<file path="src/rtl/seq_pkg.sv">
// seq_pkg: shared serializer types and constants.
// S_PARITY exists only when SEQ_SER_PARITY_EN is defined.
package seq_pkg;
  localparam int SEQ_WIDTH = 8;
  localparam int SEQ_CNT_W = $clog2(SEQ_WIDTH);
`ifdef SEQ_SER_PARITY_EN
  typedef enum logic [1:0] {S_IDLE, S_DATA, S_PARITY} ser_state_t;
`else
  typedef enum logic [1:0] {S_IDLE, S_DATA} ser_state_t;
`endif
  function automatic int cnt_w(input int w);
    return $clog2(w);
  endfunction
endpackage

</file>
<file path="src/rtl/seq_ser_hold.sv">
// seq_ser_hold: one-entry holding register between the handshake and the shifter.
module seq_ser_hold import seq_pkg::*; #(
  parameter int WIDTH = SEQ_WIDTH
) (
  input  logic             clk,
  input  logic             reset,
  input  logic [WIDTH-1:0] in_data,
  input  logic             in_valid,
  input  logic             load,
  output logic             in_ready,
  output logic             hold_full,
  output logic [WIDTH-1:0] hold_data
);
  logic accept, full_next;
  always_comb begin
    accept = in_valid && in_ready;
    full_next = accept || (hold_full && !load);
  end
  // in_ready is a register mirroring !hold_full so it stays low during reset
  always_ff @(posedge clk) begin
    if (reset) begin
      hold_full <= 1'b0;
      in_ready <= 1'b0;
      hold_data <= '0;
    end else begin
      hold_full <= full_next;
      in_ready <= !full_next;
      if (accept) hold_data <= in_data;
    end
  end
endmodule

</file>
<file path="src/rtl/seq_bit_serializer.sv">
// seq_bit_serializer: parallel word to one-bit-per-cycle stream with a one-word holding register.
// Define SEQ_SER_PARITY_EN to append an even-parity bit after every word.
module seq_bit_serializer import seq_pkg::*; #(
  parameter int WIDTH = SEQ_WIDTH,
  parameter bit MSB_FIRST = 1'b1
) (
  input  logic             clk,
  input  logic             reset,
  input  logic [WIDTH-1:0] in_data,
  input  logic             in_valid,
  output logic             in_ready,
  output logic             bit_out,
  output logic             bit_valid,
  output logic             word_done,
  output logic             busy
);
  localparam int CW = cnt_w(WIDTH);
  ser_state_t state;
  logic [WIDTH-1:0] shreg, hold_data;
  logic [CW-1:0] count;
  logic hold_full, load, last_data;
`ifdef SEQ_SER_PARITY_EN
  logic parity;
`endif
  function automatic logic head(input logic [WIDTH-1:0] d);
    return MSB_FIRST ? d[WIDTH-1] : d[0];
  endfunction
  function automatic logic [WIDTH-1:0] tail(input logic [WIDTH-1:0] d);
    return MSB_FIRST ? d << 1 : d >> 1;
  endfunction
  seq_ser_hold #(.WIDTH(WIDTH)) u_hold (
    .clk(clk),
    .reset(reset),
    .in_data(in_data),
    .in_valid(in_valid),
    .load(load),
    .in_ready(in_ready),
    .hold_full(hold_full),
    .hold_data(hold_data)
  );
  always_comb begin
    last_data = state == S_DATA && count == CW'(WIDTH - 1);
`ifdef SEQ_SER_PARITY_EN
    load = hold_full && (state == S_IDLE || state == S_PARITY);
`else
    load = hold_full && (state == S_IDLE || last_data);
`endif
    busy = hold_full || state != S_IDLE;
  end
  // bit_out always holds the bit being presented; shreg holds the bits still to come
  always_ff @(posedge clk) begin
    if (reset) begin
      state <= S_IDLE;
      shreg <= '0;
      count <= '0;
      bit_out <= 1'b0;
      bit_valid <= 1'b0;
      word_done <= 1'b0;
`ifdef SEQ_SER_PARITY_EN
      parity <= 1'b0;
`endif
    end else if (load) begin
      state <= S_DATA;
      shreg <= tail(hold_data);
      count <= '0;
      bit_out <= head(hold_data);
      bit_valid <= 1'b1;
      word_done <= 1'b0;
`ifdef SEQ_SER_PARITY_EN
      parity <= ^hold_data;
`endif
    end else if (state == S_DATA && !last_data) begin
      shreg <= tail(shreg);
      count <= count + 1'b1;
      bit_out <= head(shreg);
`ifdef SEQ_SER_PARITY_EN
      word_done <= 1'b0;
`else
      word_done <= count == CW'(WIDTH - 2);
`endif
`ifdef SEQ_SER_PARITY_EN
    end else if (last_data) begin
      state <= S_PARITY;
      bit_out <= parity;
      word_done <= 1'b1;
`endif
    end else begin
      state <= S_IDLE;
      bit_out <= 1'b0;
      bit_valid <= 1'b0;
      word_done <= 1'b0;
    end
  end
endmodule

</file>
<file path="config.mk">
export PLATFORM = sky130hd
export DESIGN_NAME = seq_bit_serializer
export DESIGN_NICKNAME = d
export VERILOG_FILES = /design/src/rtl/seq_pkg.sv /design/src/rtl/seq_ser_hold.sv /design/src/rtl/seq_bit_serializer.sv
export SDC_FILE = /design/constraint.sdc
export NUM_CORES = 1
export LEC_CHECK = 0
export CAP_MARGIN = 5
export CORE_ASPECT_RATIO = 0.7
export CORE_MARGIN = 4
export CORE_UTILIZATION = 30
export DETAILED_ROUTE_END_ITERATION = 6
export GPL_ROUTABILITY_DRIVEN = 1
export PLACE_DENSITY = 0.54
export SLEW_MARGIN = 20
export SYNTH_ARGS = -nofsm -noshare
export SYNTH_HDL_FRONTEND = slang
export SYNTH_SLANG_ARGS = --single-unit
</file>
<file path="constraint.sdc">
create_clock -name clk -period 2.74 [get_ports clk]
set_input_delay 0.548 -clock clk [delete_from_list [all_inputs] [get_ports clk]]
set_output_delay 0.548 -clock clk [all_outputs]
set_load 0.05 [all_outputs]
</file>
==> results.ini, run 1 <==
[status]
status=complete, no violations

[synth]
synth_top_cell_area_share_pct=48.5
synth_fp_nets=116
syn_area_per_cell_um2=9.30
synth-simple-area-share_pct=19.3
synthTopCellsByArea=dfxtp_1, mux2i_1, nand2_1, a21oi_1, a211oi_1
synthAdderAreaFrac_pct=3.96
ys_seq_area_share_pct=48.5
async_flop_share_pct=0
synth_edf_count=0
synth.distinct_cells=21
muxShareOfSynthArea_pct=8.44
syn_area_um2=948
synth_cells=102
synth_xor_area_share_pct=0
synth_warnings=0
synth_top_family_by_area=simple AND/OR/NAND/NOR gates
synth_compound_area_share_pct=12.4
synth_top_flop_cell=dfxtp_1
yosys.area.top_type=dfxtp_1
synth_seq_cells=23

[layout]
layout_common_cells=dfxtp_1, nand2_1, clkdlybuf4s50_1
layout-drive-gt1-share_pct=6.96
diodes=0
final_core_util_pct=39.0
fin_nets=130
syn2layout_area_growth_pct=19.3
final_cell_area_um2=1130
mostFrequentLayoutCell=dfxtp_1
final_cells=151

[grt]
grt_util_all_layers_pct=9.84
grt_pass1_wl_um=3000
grt_pass1_vias=675
grt_max_degree=24
antenna_found_initial=0
overflow=0

[timing]
hold_viol_final=0
tns_ps=0
final.period_utilization_pct=77.5
worstMarginPinSlew_ps=878
hold_ws_ps=460
slew_headroom_pct=41.3
post-route-min-period_ps=2120
rsz0062_at_grt=false
maxSlewViolCount=0
finClkSkew_ps=1.54
setup_viol=0
worst_slack_ps=616
max_freq_mhz=471

[pwr]
power.total_mw=0.644
power.density_nw_per_um2=569
leakage_nw=0.420
ir_worst_vdd_v=0.000429

[worst_setup_path]
cp.arrival_ps=1580
path_class=register to primary output
crit_chain=or2_2, clkdlybuf4s50_1
crit_path_start_kind=register
cp_slowest_cell=clkdlybuf4s50_1
cp_slowest_stage_delay_ps=700
required_ps=2190
path_buf_inv=1
critPathTopFamily=buffers and inverters
crit_path_end_kind=primary output
path_max_fanout=4

[floorplan]
fp.dieW_um=75.2
die_area_um2=4140
placementRows=16
core_area_um2=2900
io_pins=16
die_y_um=55.0
start_util_pct=32.7

[clock_tree]
root_buffer=clkbuf_8
worstSkewPairLatency_ps=260
path_clk_slew_ps=80
cts.htree.levels=1
cts_sinks=23
cts_resized=0
clockBufferDepth=2
postCtsHoldBufs=0
numCtsBuffers=3
cts_setup_buffers=0
cts_tree=done

[place]
portBuffers=15
dp_slack_ps=845
place.gp.congestion=0.703
place_area_um2=1080
dpl.hpwl_um=1250
placed_cells=147

[route]
routed_wl_um=1790
post_drt_via_cell_ratio=4.59
drt_iter0_drc=27
num_vias=693
dr.pass1.iters=2
wl_per_cell_um=11.8
ant_nets=0
drc_errors=0

[hold_path]
hp-class=register to register

[flow_run]
maxCapViolCount=0

[cell type report]
cell class              count  area (um2)
fillers                   291        1770
flip-flops and latches     23         460
multi-input cells          71         418
repair buffers             16         158
well taps                  36        45.0
clock buffers               3        41.3
clock inverters             1        5.00
inverters                   1        3.75
[logic make-up after synthesis]
group                      after synthesis
buffers and inverters                    8
DFF                                     23
and+or+nand+nor                         41
adders and majority gates                3
muxes                                    8
AOI/OAI and AO/OA                       19
[where the power goes]
group	total [mW]	internal, mW	switching (mW)
Clock	0.206	0.101	0.105
Sequential	0.357	0.349	0.00789
Combinational	0.0805	0.0358	0.0447
Total	0.644	0.486	0.158
[sequential cells by signal, summed over array words and instances (netlist names)]
signal / count
u_hold.hold_data: 8
u_hold.in_ready: 1
count: 3
bit_valid: 1
shreg: 7
bit_out: 1
u_hold.hold_full: 1
word_done: 1
[cells in the mapped netlist (2+ instances only)]
library cell  number
a211oi_1           6
a21oi_1           12
buf_6              3
clkbuf_1           2
dfxtp_1           23
ha_1               3
mux2i_1            8
nand2_1           20
nand2b_1           2
nand3b_1           2
nor2_1            10
nor3_1             2
[routing by layer]
layer / wire (um) / GRT usage (%)
met1: 937 / 12.2
met2: 781 / 15.8
met3: 51 / 3.25
met4: 19 / 4.36
met5: 0 / 0
[worst min-delay path, cell delays in order, from the launching register on]
cell     delay, ps
dfxtp_1        320
nand2_1         50
a21oi_1         50
[worst paths after layout]
kind              slack [ps]  cells after the start      start        to
setup reg to reg        1060                      5   count[1]  count[0]
hold / removal           460                      2   shreg[7]   bit_out
setup / recovery         620                      2  bit_valid      busy
hold reg to reg          460                      2   shreg[7]   bit_out
No activity file was read; power rests on OpenSTA's default activity.
==> inputs of run 2 (changes only) <==
==> constraint.sdc (replaced) <==
create_clock -name clk -period 2 [get_ports clk]
set_input_delay 0.4 -clock clk [delete_from_list [all_inputs] [get_ports clk]]
set_output_delay 0.4 -clock clk [all_outputs]
set_load 0.05 [all_outputs]
==> run 2 against run 1 <==
Clock skew up 2.7 ps. Critical path type unchanged. First-iteration DRC count down 59%. Count of clock-buffer cells in the layout up 1. Largest cell class unchanged. Worst hold slack about the same. Worst setup slack worse by 460 ps. Highest routed layer unchanged.
==> results.ini, run 2 (synthesis results as in run 1) <==
[worst_setup_path]
crit_path_end_kind=primary output
path_depth=1
path_buf_inv=1
cp.arrival_ps=1450
crit_path_start_kind=register
worstSetupEndpoint=bit_valid
required_ps=1600
path_max_fanout=4
path_class=register to primary output
rrSetupSlack_ps=380
reg2reg_depth=5
setup.worst_path.start=bit_valid
crit_chain=clkdlybuf4s50_1
cp_slowest_stage_delay_ps=820
r2r-start=count[0]
cp_slowest_cell=clkdlybuf4s50_1
critPathTopFamily=buffers and inverters
r2r_end=shreg[4]

[layout]
mostFrequentLayoutCell=dfxtp_1
largest_reg_flops=8
final_core_util_pct=39.5
largestRegisters=u_hold.hold_data: 8 flops, shreg: 7 flops, count: 3 flops
fin_nets=131
diodes=0
top_register=u_hold.hold_data
layout_common_cells=dfxtp_1, nand2_1, clkdlybuf4s50_1
syn2layout_area_growth_pct=21.0
final_cells=152
layout-drive-gt1-share_pct=7.76

[floorplan]
core_area_um2=2900
fp.dieW_um=75.2
die_area_um2=4140
placementRows=16
die_y_um=55.0
io_pins=16
start_util_pct=32.7

[place]
dp_slack_ps=386
placed_cells=148
place.gp.congestion=0.680
portBuffers=15
dpl.hpwl_um=1250

[grt]
overflow=0
grt_pass1_vias=681
antenna_found_initial=0
grt_util_all_layers_pct=9.95
grt_pass1_wl_um=3020
grt_max_degree=24

[clock_tree]
root_buffer=clkbuf_8
cts_setup_buffers=0
postCtsHoldBufs=0
path_clk_slew_ps=80
cts_tree=done
worstSkewPairLatency_ps=260
cts.htree.levels=1
clockBufferDepth=2
cts_resized=0
numCtsBuffers=3
cts_sinks=23

[timing]
rsz0062_at_grt=false
slew_headroom_pct=57.0
finClkSkew_ps=4.22
maxSlewViolCount=0
post-route-min-period_ps=1850
worstMarginPinSlew_ps=645
final.period_utilization_pct=92.4
hold_viol_final=0
max_freq_mhz=541
worst_slack_ps=152
tns_ps=0
setup_viol=0

[pwr]
seq_power_share_pct=55.2
switchingPower_mw=0.212
power.total_mw=0.887
switching_share_pct=23.9
p_clk_share_pct=31.6
power.density_nw_per_um2=773
leakage_nw=0.428
p_int_mw=0.674
ir_worst_vdd_v=0.000383
combPwrFrac_pct=13.1

[route]
num_vias=699
drc_errors=0
post_drt_via_cell_ratio=4.60
drt_iter0_drc=11
wl_per_cell_um=11.6
dr.pass1.iters=4
routed_wl_um=1760
ant_nets=0

[flow_run]
maxCapViolCount=0

[status]
status=complete, no violations

[hold_path]
hp-class=register to register
min-delay-start=u_hold.hold_data[1]

run 2: cell count changes in the layout (fill, tap and decap cells not counted):
cell	previous run	this run
buf_12	0	1
buf_4	1	2
clkbuf_1	0	1
clkdlybuf4s50_1	15	14
clkinv_2	1	0
run 2: layout make-up:
| type | instances | area (um2) |
|---|---|---|
| Multi-Input combinational cell | 71 | 418 |
| Tap cell | 36 | 45.0 |
| Sequential cell | 23 | 460 |
| Timing Repair Buffer | 17 | 175 |
| Inverter | 1 | 3.75 |
| Fill cell | 294 | 1760 |
| Clock buffer | 4 | 45.0 |
run 2: worst min path at each step:
stage,slack [ps],endpoint,cells after the start
2_1_floorplan,430,bit_out,2
6_report,460,u_hold.hold_data[1],2
5_1_grt,490,u_hold.hold_data[1],2
4_1_cts,460,word_done,2
3_3_place_gp,450,u_hold.hold_data[4],2
3_5_place_dp,450,u_hold.hold_data[7],2
run 2: power groups by stage:
stage               Combinational (mW)  Clock [mW]  Sequential, mW
global placement                 0.115           0           0.501
global route                     0.129       0.310           0.493
floorplan                       0.0701           0           0.508
detailed placement               0.117           0           0.501
CTS                              0.118       0.293           0.490
finish                           0.116       0.280           0.490
run 2: per-stage QoR:
stage	hold WS, ps	area (um2)
5_1_grt	486	1150
6_report	460	1150
4_1_cts	460	1150
3_3_place_gp	448	1100
3_5_place_dp	449	1100
2_1_floorplan	431	948
run 2: metal layers:
metal | routed length [um] | global-route usage, % | vias up | share of wire, %
met5 | 0 | 0 | - | 0
met4 | 7 | 2.62 | 0 | 0.40
met3 | 66 | 3.79 | 2 | 3.8
met2 | 760 | 15.3 | 9 | 43
met1 | 921 | 13.2 | 316 | 52
li1 | - | - | 372 | -
